<file path="src/rtl/student_fir_sample_ctrl.sv">
// Sample-history controller: writes each accepted sample into a circular RAM and
// replays the newest NumTaps samples (newest first). Optional macro FIR_SAMPLE_CLEAR_EN.
module student_fir_sample_ctrl #(
  parameter int AddrWidth = 2,
  parameter int DataSize  = 16,
  parameter int NumTaps   = 4
) (
  input  logic                 clk_i,
  input  logic                 rst_i,
  input  logic [DataSize-1:0]  sample_i,
  input  logic                 sample_valid_i,
  output logic                 sample_ready_o,
  output logic                 ena_o,
  output logic                 wea_o,
  output logic [AddrWidth-1:0] addra_o,
  output logic [DataSize-1:0]  dia_o,
  output logic                 enb_o,
  output logic [AddrWidth-1:0] addrb_o,
  input  logic [DataSize-1:0]  dob_i,
  output logic [DataSize-1:0]  tap_sample_o,
  output logic [AddrWidth-1:0] tap_idx_o,
  output logic                 tap_valid_o,
  output logic                 tap_last_o
);

  localparam logic [AddrWidth-1:0] LastTap = AddrWidth'(NumTaps - 1);

`ifdef FIR_SAMPLE_CLEAR_EN
  localparam logic [AddrWidth-1:0] LastAddr = '1;
  typedef enum logic [2:0] {IDLE, WRITE, READ, DRAIN, CLEAR} state_e;
`else
  typedef enum logic [1:0] {IDLE, WRITE, READ, DRAIN} state_e;
`endif

  state_e                 state_q;
  logic [AddrWidth-1:0]   wr_ptr_q, rd_cnt_q;
  logic                   ready_q, ena_q, wea_q, enb_q;
  logic [AddrWidth-1:0]   addra_q, addrb_q, tap_idx_q;
  logic [DataSize-1:0]    dia_q;
  logic                   tap_valid_q, tap_last_q;

  always_ff @(posedge clk_i) begin
    if (rst_i) begin
      wr_ptr_q    <= '0;
      rd_cnt_q    <= '0;
      enb_q       <= 1'b0;
      addrb_q     <= '0;
      addra_q     <= '0;
      dia_q       <= '0;
      tap_valid_q <= 1'b0;
      tap_idx_q   <= '0;
      tap_last_q  <= 1'b0;
`ifdef FIR_SAMPLE_CLEAR_EN
      // Clear starts writing address 0 in the very first cycle after reset.
      state_q     <= CLEAR;
      ready_q     <= 1'b0;
      ena_q       <= 1'b1;
      wea_q       <= 1'b1;
`else
      state_q     <= IDLE;
      ready_q     <= 1'b1;
      ena_q       <= 1'b0;
      wea_q       <= 1'b0;
`endif
    end else begin
      ena_q       <= 1'b0;
      wea_q       <= 1'b0;
      enb_q       <= 1'b0;
      addra_q     <= '0;
      addrb_q     <= '0;
      dia_q       <= '0;
      // RAM read data lands one cycle after the read, so tap tags trail by one.
      tap_valid_q <= (state_q == READ);
      tap_idx_q   <= (state_q == READ) ? rd_cnt_q : '0;
      tap_last_q  <= (state_q == READ) && (rd_cnt_q == LastTap);
      case (state_q)
        IDLE: if (sample_valid_i) begin
          state_q <= WRITE;
          ready_q <= 1'b0;
          ena_q   <= 1'b1;
          wea_q   <= 1'b1;
          addra_q <= wr_ptr_q;
          dia_q   <= sample_i;
        end
        WRITE: begin
          state_q  <= READ;
          rd_cnt_q <= '0;
          enb_q    <= 1'b1;
          addrb_q  <= wr_ptr_q;
        end
        READ: if (rd_cnt_q == LastTap) begin
          state_q  <= DRAIN;
          rd_cnt_q <= '0;
        end else begin
          rd_cnt_q <= rd_cnt_q + 1'b1;
          enb_q    <= 1'b1;
          addrb_q  <= addrb_q - 1'b1;
        end
        DRAIN: begin
          state_q  <= IDLE;
          wr_ptr_q <= wr_ptr_q + 1'b1;
          ready_q  <= 1'b1;
        end
`ifdef FIR_SAMPLE_CLEAR_EN
        CLEAR: if (addra_q == LastAddr) begin
          state_q <= IDLE;
          ready_q <= 1'b1;
        end else begin
          ena_q   <= 1'b1;
          wea_q   <= 1'b1;
          addra_q <= addra_q + 1'b1;
        end
`endif
        default: state_q <= IDLE;
      endcase
    end
  end

  assign sample_ready_o = ready_q & ~rst_i;
  assign ena_o          = ena_q;
  assign wea_o          = wea_q;
  assign addra_o        = addra_q;
  assign dia_o          = dia_q;
  assign enb_o          = enb_q;
  assign addrb_o        = addrb_q;
  assign tap_sample_o   = tap_valid_q ? dob_i : '0;
  assign tap_idx_o      = tap_idx_q;
  assign tap_valid_o    = tap_valid_q;
  assign tap_last_o     = tap_last_q;

endmodule
</file>
<file path="config.mk">
export PLATFORM = sky130hd
export DESIGN_NAME = student_fir_sample_ctrl
export DESIGN_NICKNAME = d
export VERILOG_FILES = /design/src/rtl/student_fir_sample_ctrl.sv
export SDC_FILE = /design/constraint.sdc
export NUM_CORES = 1
export LEC_CHECK = 0
export BUFFER_PORTS_ARGS = -buffer_cell sky130_fd_sc_hd__buf_4
export CAP_MARGIN = 30
export CORE_MARGIN = 2
export CORE_UTILIZATION = 39
export CTS_BUF_LIST = sky130_fd_sc_hd__clkbuf_2
export DETAILED_ROUTE_END_ITERATION = 6
export HOLD_SLACK_MARGIN = 0.12
export PLACE_DENSITY_LB_ADDON = 0.05
export SLEW_MARGIN = 20
export SYNTH_ARGS = -nofsm -noshare
export SYNTH_HDL_FRONTEND = slang
export SYNTH_SLANG_ARGS = --single-unit
</file>
<file path="constraint.sdc">
create_clock -name clk_i -period 1.2 [get_ports clk_i]
set_input_delay 0 -clock clk_i [delete_from_list [all_inputs] [get_ports clk_i]]
set_output_delay 0 -clock clk_i [all_outputs]
set_load 0.01 [all_outputs]
</file>
==> flow_summary_export.csv, run 1 <==
group,metric,value,unit
timing,skew,0.01416,ns
synth,netlist.area_leader.share,0.5307,
cells_and_area,num-fill-cells,225,
clock_network,clock-sinks,33,
placement,post-place-ws,-0.08690,ns
clock_network,clkTransAtPathRegs,0.16,ns
drt,wire_per_inst,11.67,um
timing,rsz0062_at_grt,"false",
cells_and_area,layout_common_cells,"buf_4 (84), and2_1 (37), dfxtp_1 (30)",
global_routing,grt_pass1_wl,4.526,mm
synth,synthSimpleGateAreaFrac,0.2864,
global_routing,grt_pass1_vias,1120,
floorplan,rows,20,
setup_path,critPathKind,"reg2reg",
placement,dp_cells,242,
placement,gp_congestion,0.8100,
cells_and_area,stdcell_count,271,
power,leakagePower,1.047,nW
global_routing,grt-ovfl-total,0,
timing,final-setup-viol-count,0,
cells_and_area,layout_commonest_cell,"buf_4",
floorplan,ios,79,
job,cap_violations,0,
timing,timing.final.crit_period,1.133,ns
synth,synth.mux.area_fraction,0.01608,
drt,vias,1162,
synth,yosysUniqueCellTypes,25,
synth,postSynthCellCount,120,
drt,dr.pass1.iters,3,
synth,synth_fa_ha_area_frac,0.07035,
synth,ys_seq_area_frac,0.5307,
cells_and_area,final_core_util,0.7205,
timing,hold_viol_final,0,
synth,synth_compound_area_frac,0.04121,
synth,synth_area_leaders,"dfxtp_1 (53%), and2_1 (19%), ha_1 (7.0%)",
min_path,hold_class,"in2out",
floorplan,core-area,3053,um^2
global_routing,antenna_found_initial,0,
setup_path,crit_required,1.48,ns
clock_network,insertion_delay,0.38,ns
cells_and_area,antenna-diode-count,0,
clock_network,cts_buffers,5,
drt,routed_wl,3.162,mm
clock_network,cts_root_buf,"clkbuf_2",
timing,hold_ws,0.2891,ns
cells_and_area,area_delta_synth_final,76.68,%
floorplan,fp.dieW,60.50,um
global_routing,grt_usage,0.1728,
floorplan,die_h,60.50,um
cells_and_area,layout.nets,268,
synth,synth_top_family_by_area,"simple AND/OR/NAND/NOR gates",
setup_path,worst-path-max-fanout,19,
clock_network,clk_path_buf_depth,2,
global_routing,grt_max_degree,20,
timing,post-route-period-util,0.9442,
drt,drc,0,
power,powerDensity,1353,nW/um^2
synth,synth_area,1245,um^2
synth,syn_nets,162,
placement,dp_hpwl,2.179,mm
power,finalPower,2.977,mW
drt,ant_nets,0,
clock_network,cts_tree,"done",
setup_path,critical_path_arrival,1.41,ns
floorplan,dieArea,3660,um^2
timing,drv_slew,0,
timing,slew_headroom,0.8787,
timing,tightest_slew,0.1816,ns
synth,synth_xor_area_frac,0.02111,
synth,synth_top_cell_by_area,"dfxtp_1",
clock_network,cts.htree.levels,2,
power,ir_drop,0.001014,V
placement,io_buffer_count,78,
cells_and_area,drive_gt1_frac,0.4890,
drt,vias_per_cell,4.288,
timing,timing.fmax,882.6,MHz
drt,drtIter0Drc,16,
synth,synth_seq_cells,33,
synth,syn_avg_cell_area,10.37,um^2
timing,worst_slack,0.06693,ns
setup_path,endpoint_kind,"flop",
floorplan,initial_core_util,0.4078,
setup_path,critPathLaunchType,"flop",
synth,ys.warnings.count,0,
run_status,status,"finished, final reports clean",
-- Yosys cell counts --
cell type,number
a211oi_1,1
a21oi_1,4
a221oi_2,1
and2_1,37
buf_2,1
buf_4,1
buf_6,1
clkbuf_1,1
dfxtp_1,33
ha_1,7
inv_1,4
mux2i_1,2
nand2_1,2
nand2_2,1
nand2b_1,3
nand2b_2,1
nand3_1,2
nor2_1,8
nor2_4,1
nor2b_1,2
nor3_1,1
nor3b_1,2
o21ai_2,1
xnor2_1,2
xor2_1,1
-- registers in the layout, summed over array words and instances (netlist names), 2 cells and up --
register   flops
wr_ptr_q       2
addrb_o        2
rd_cnt_q       2
addra_o        2
state_q        2
tap_idx_o      2
dia_o         16
-- routing by layer --
layer	vias up	GRT usage	wire (um)
met5	-	0	0
met4	0	0.08385	65
met1	515	0.1623	1142
met2	51	0.3230	1633
li1	589	-	-
met3	7	0.07036	320
-- power by group --
part | internal (mW) | switching, mW | total, mW
Combinational | 0.651 | 0.500 | 1.15
Sequential | 1.23 | 0.0844 | 1.31
Clock | 0.136 | 0.375 | 0.511
-- cells by family after synthesis --
group	Yosys count
xor+xnor	3
flops	33
fa+ha+maj	7
simple gates	60
mux	2
compound gates	7
buf+inv	8
-- final timing paths --
check	from	cells past startpoint	slack, ns	to
worst min-delay path	dob_i[2]	3	0.29	tap_sample_o[2]
worst max register to register	state_q[1]$_SDFFE_PP0P_	6	0.07	dia_o[14]$_SDFF_PP0_
worst min register to register	wr_ptr_q[1]$_SDFFE_PP0P_	2	0.49	addrb_o[1]$_SDFF_PP0_
worst max-delay path	state_q[1]$_SDFFE_PP0P_	6	0.07	dia_o[14]$_SDFF_PP0_
-- metrics by stage --
stage,setup TNS (ns),cell area [um^2]
after CTS,-0.1800,2138
after global routing,0,2200
after floorplan,0,1245
after global placement,0,1888
after detailed placement,-1.326,1888
final,0,2200
-- timing repair --
item / 4_1_cts / 5_1_grt
hold buffers: 18 / 0
pin swaps: 2 / 1
setup endpoints to repair: 38 / 40
gates resized for setup: 4 / 14
setup buffers: 1 / 2
hold endpoints to repair: 31 / 0
-- worst max-delay path: stages (launching register included) --
cell and delay (ns):
dfxtp_4 0.40, inv_2 0.06, ha_4 0.16, nand2_2 0.08, nor2_4 0.05, buf_12 0.14
and2_1 0.15
-- cell type report --
type / instances / area (um^2) / area share
Tap cell: 44 / 55.05 / 0.02503
Sequential cell: 33 / 669.4 / 0.3043
Clock buffer: 5 / 25.02 / 0.01138
Timing Repair Buffer: 103 / 830.8 / 0.3777
Inverter: 4 / 17.52 / 0.007964
Clock inverter: 3 / 17.52 / 0.007964
Multi-Input combinational cell: 79 / 584.3 / 0.2656
(Power assumes the default switching activity.)
==> run 2: changes to the inputs <==
--- a/config.mk
+++ b/config.mk
@@ -5,12 +5,12 @@
 export SDC_FILE = /design/constraint.sdc
 export NUM_CORES = 1
 export LEC_CHECK = 0
-export BUFFER_PORTS_ARGS = -buffer_cell sky130_fd_sc_hd__buf_4
 export CAP_MARGIN = 30
 export CORE_MARGIN = 2
-export CORE_UTILIZATION = 39
+export CORE_UTILIZATION = 57
 export CTS_BUF_LIST = sky130_fd_sc_hd__clkbuf_2
 export DETAILED_ROUTE_END_ITERATION = 6
+export DONT_BUFFER_PORTS = 1
 export HOLD_SLACK_MARGIN = 0.12
 export PLACE_DENSITY_LB_ADDON = 0.05
 export SLEW_MARGIN = 20
==> run 2 against run 1 <==
Fmax down 0.86%. Combinational power down 25%. Highest routed layer unchanged. Clock skew up 0.0040 ns. Cell count down 35%. Global-route usage up 3.2 points. Count of clock-buffer cells in the layout unchanged. Utilization up 9.0 points. Sequential power up 5%. Hold slack worse by 0.14 ns. Critical path type unchanged. Die area down 30%.
==> flow_summary_export.csv, run 2 (synthesized netlist as in run 1, its figures left out) <==
group,metric,value,unit
run_status,status,"finished, final reports clean",
setup_path,critPathKind,"reg2reg",
cells_and_area,layout.nets,190,
power,swShare,0.3053,
timing,final-setup-viol-count,0,
cells_and_area,layout_commonest_cell,"and2_1",
drt,dr.pass1.iters,4,
placement,gp_congestion,0.7861,
power,seqPwrFrac,0.467,
timing,post-route-period-util,0.9524,
power,ir_drop,0.001243,V
min_path,hold_class,"in2out",
drt,wire_per_inst,14.66,um
global_routing,grt_pass1_vias,824,
setup_path,critPathLaunchType,"flop",
timing,hold_viol_final,0,
drt,drtIter0Drc,4,
setup_path,critical_path_arrival,1.40,ns
drt,drc,0,
placement,io_buffer_count,0,
clock_network,insertion_delay,0.36,ns
setup_path,crit_required,1.45,ns
setup_path,critical_path.max_stage_delay,0.39,ns
setup_path,path_buf_inv,1,
timing,timing.fmax,875.0,MHz
power,powerDensity,1802,nW/um^2
cells_and_area,largest_register_ffs,16,
timing,tns,0,ns
floorplan,dieArea,2574,um^2
setup_path,slowest_stage,"dfxtp_4",
clock_network,cts.htree.levels,2,
power,power_frac_clock,0.237,
cells_and_area,layout_common_cells,"and2_1 (37), dfxtp_1 (30), dlygate4sd3_1 (18)",
global_routing,grt_pass1_wl,3.836,mm
cells_and_area,stdcell_count,175,
timing,drv_slew,0,
clock_network,cts_buffers,5,
cells_and_area,drive_gt1_frac,0.1959,
placement,dp_cells,148,
power,finalPower,2.924,mW
global_routing,grt_usage,0.2047,
drt,ant_nets,0,
placement,placed_area,1289,um^2
clock_network,cts_root_buf,"clkbuf_2",
floorplan,rows,16,
placement,dp_hpwl,1.673,mm
power,leakagePower,0.6681,nW
setup_path,worst-path-max-fanout,4,
setup_path,endpoint_kind,"flop",
clock_network,clk_path_buf_depth,2,
drt,vias,881,
power,p_switching,892.7,uW
cells_and_area,antenna-diode-count,0,
drt,vias_per_cell,5.034,
clock_network,cts_tree,"done",
cells_and_area,area_delta_synth_final,30.35,%
timing,skew,0.01814,ns
floorplan,core-area,2002,um^2
timing,slew_headroom,0.6371,
power,intPower,2.031,mW
job,cap_violations,0,
global_routing,antenna_found_initial,0,
floorplan,initial_core_util,0.6219,
cells_and_area,final_cell_area,1623,um^2
setup_path,critPathTopFamily,"flip-flops",
placement,post-place-ws,-0.02721,ns
clock_network,clkTransAtPathRegs,0.17,ns
clock_network,clock-sinks,33,
floorplan,die_h,50.74,um
setup_path,rrSetupSlack,0.06,ns
timing,timing.final.crit_period,1.143,ns
global_routing,grt_max_degree,20,
timing,hold_ws,0.1468,ns
timing,tightest_slew,0.5425,ns
floorplan,fp.dieW,50.74,um
setup_path,path_cells,"buf_4, ha_2, nand2_1, xor2_1, nor2_1",
drt,routed_wl,2.566,mm
floorplan,ios,79,
cells_and_area,final_core_util,0.8106,
timing,worst_slack,0.05709,ns
power,p_comb_frac,0.296,
global_routing,grt-ovfl-total,0,
-- run 2: cell types whose count changed in the layout (fill, tap and decap cells not counted), sizes merged --
| cell | delta |
|---|---|
| buf | -79 |
| bufinv | +1 |
| clkinvlp | -1 |
| clkinv | -1 |
| clkbuf | +1 |
-- run 2: per-layer routing --
metal | up-vias | track usage | wire length, um
li1 | 432 | - | -
met1 | 400 | 0.2350 | 1054
met2 | 45 | 0.3399 | 1286
met3 | 4 | 0.08929 | 196
met4 | 0 | 0.06757 | 28
met5 | - | 0 | 0
-- run 2: area by class of cell --
cell class	count	area, um^2
Clock inverter	2	35.03
Inverter	4	17.52
Tap cell	27	33.78
Timing Repair Buffer	25	262.8
Sequential cell	33	666.9
Clock buffer	5	25.02
Multi-Input combinational cell	79	581.8
Fill cell	121	379.1
-- run 2: path summary, 6_finish.rpt --
check | depth (start not counted) | start | endpoint
setup / recovery | 5 | state_q[1]$_SDFFE_PP0P_ | wr_ptr_q[1]$_SDFFE_PP0P_
hold / removal | 1 | dob_i[11] | tap_sample_o[11]
setup reg to reg | 5 | state_q[1]$_SDFFE_PP0P_ | wr_ptr_q[1]$_SDFFE_PP0P_
hold reg to reg | 2 | rd_cnt_q[1]$_SDFFE_PP0P_ | rd_cnt_q[1]$_SDFFE_PP0P_
-- run 2: timing repair --
item | 4_1_cts | 5_1_grt
pin swaps | 1 | 2
hold buffers | 18 | 0
gates cloned | 0 | 1
endpoints found under the hold margin | 34 | 0
resized for setup | 7 | 9
setup buffers | 1 | 0
endpoints found under the setup margin | 35 | 21
-- run 2: worst register-to-register path, delay by kind of cell, from the launching register on --
kind                     cells  cell delay [ns]
flip-flops                   1             0.39
adder cells (fa/ha/maj)      1             0.19
XOR/XNOR                     1             0.18
AND/OR/NAND/NOR              2             0.15
buffers and inverters        1             0.14
-- run 2: power groups by stage --
stage	sequential (mW)	clock, mW	combinational (mW)
after CTS	1.35	0.702	0.756
after floorplan	1.34	0	0.488
final	1.37	0.692	0.866
after detailed placement	1.36	0	0.632
after global placement	1.36	0	0.614
after global routing	1.39	0.743	0.944
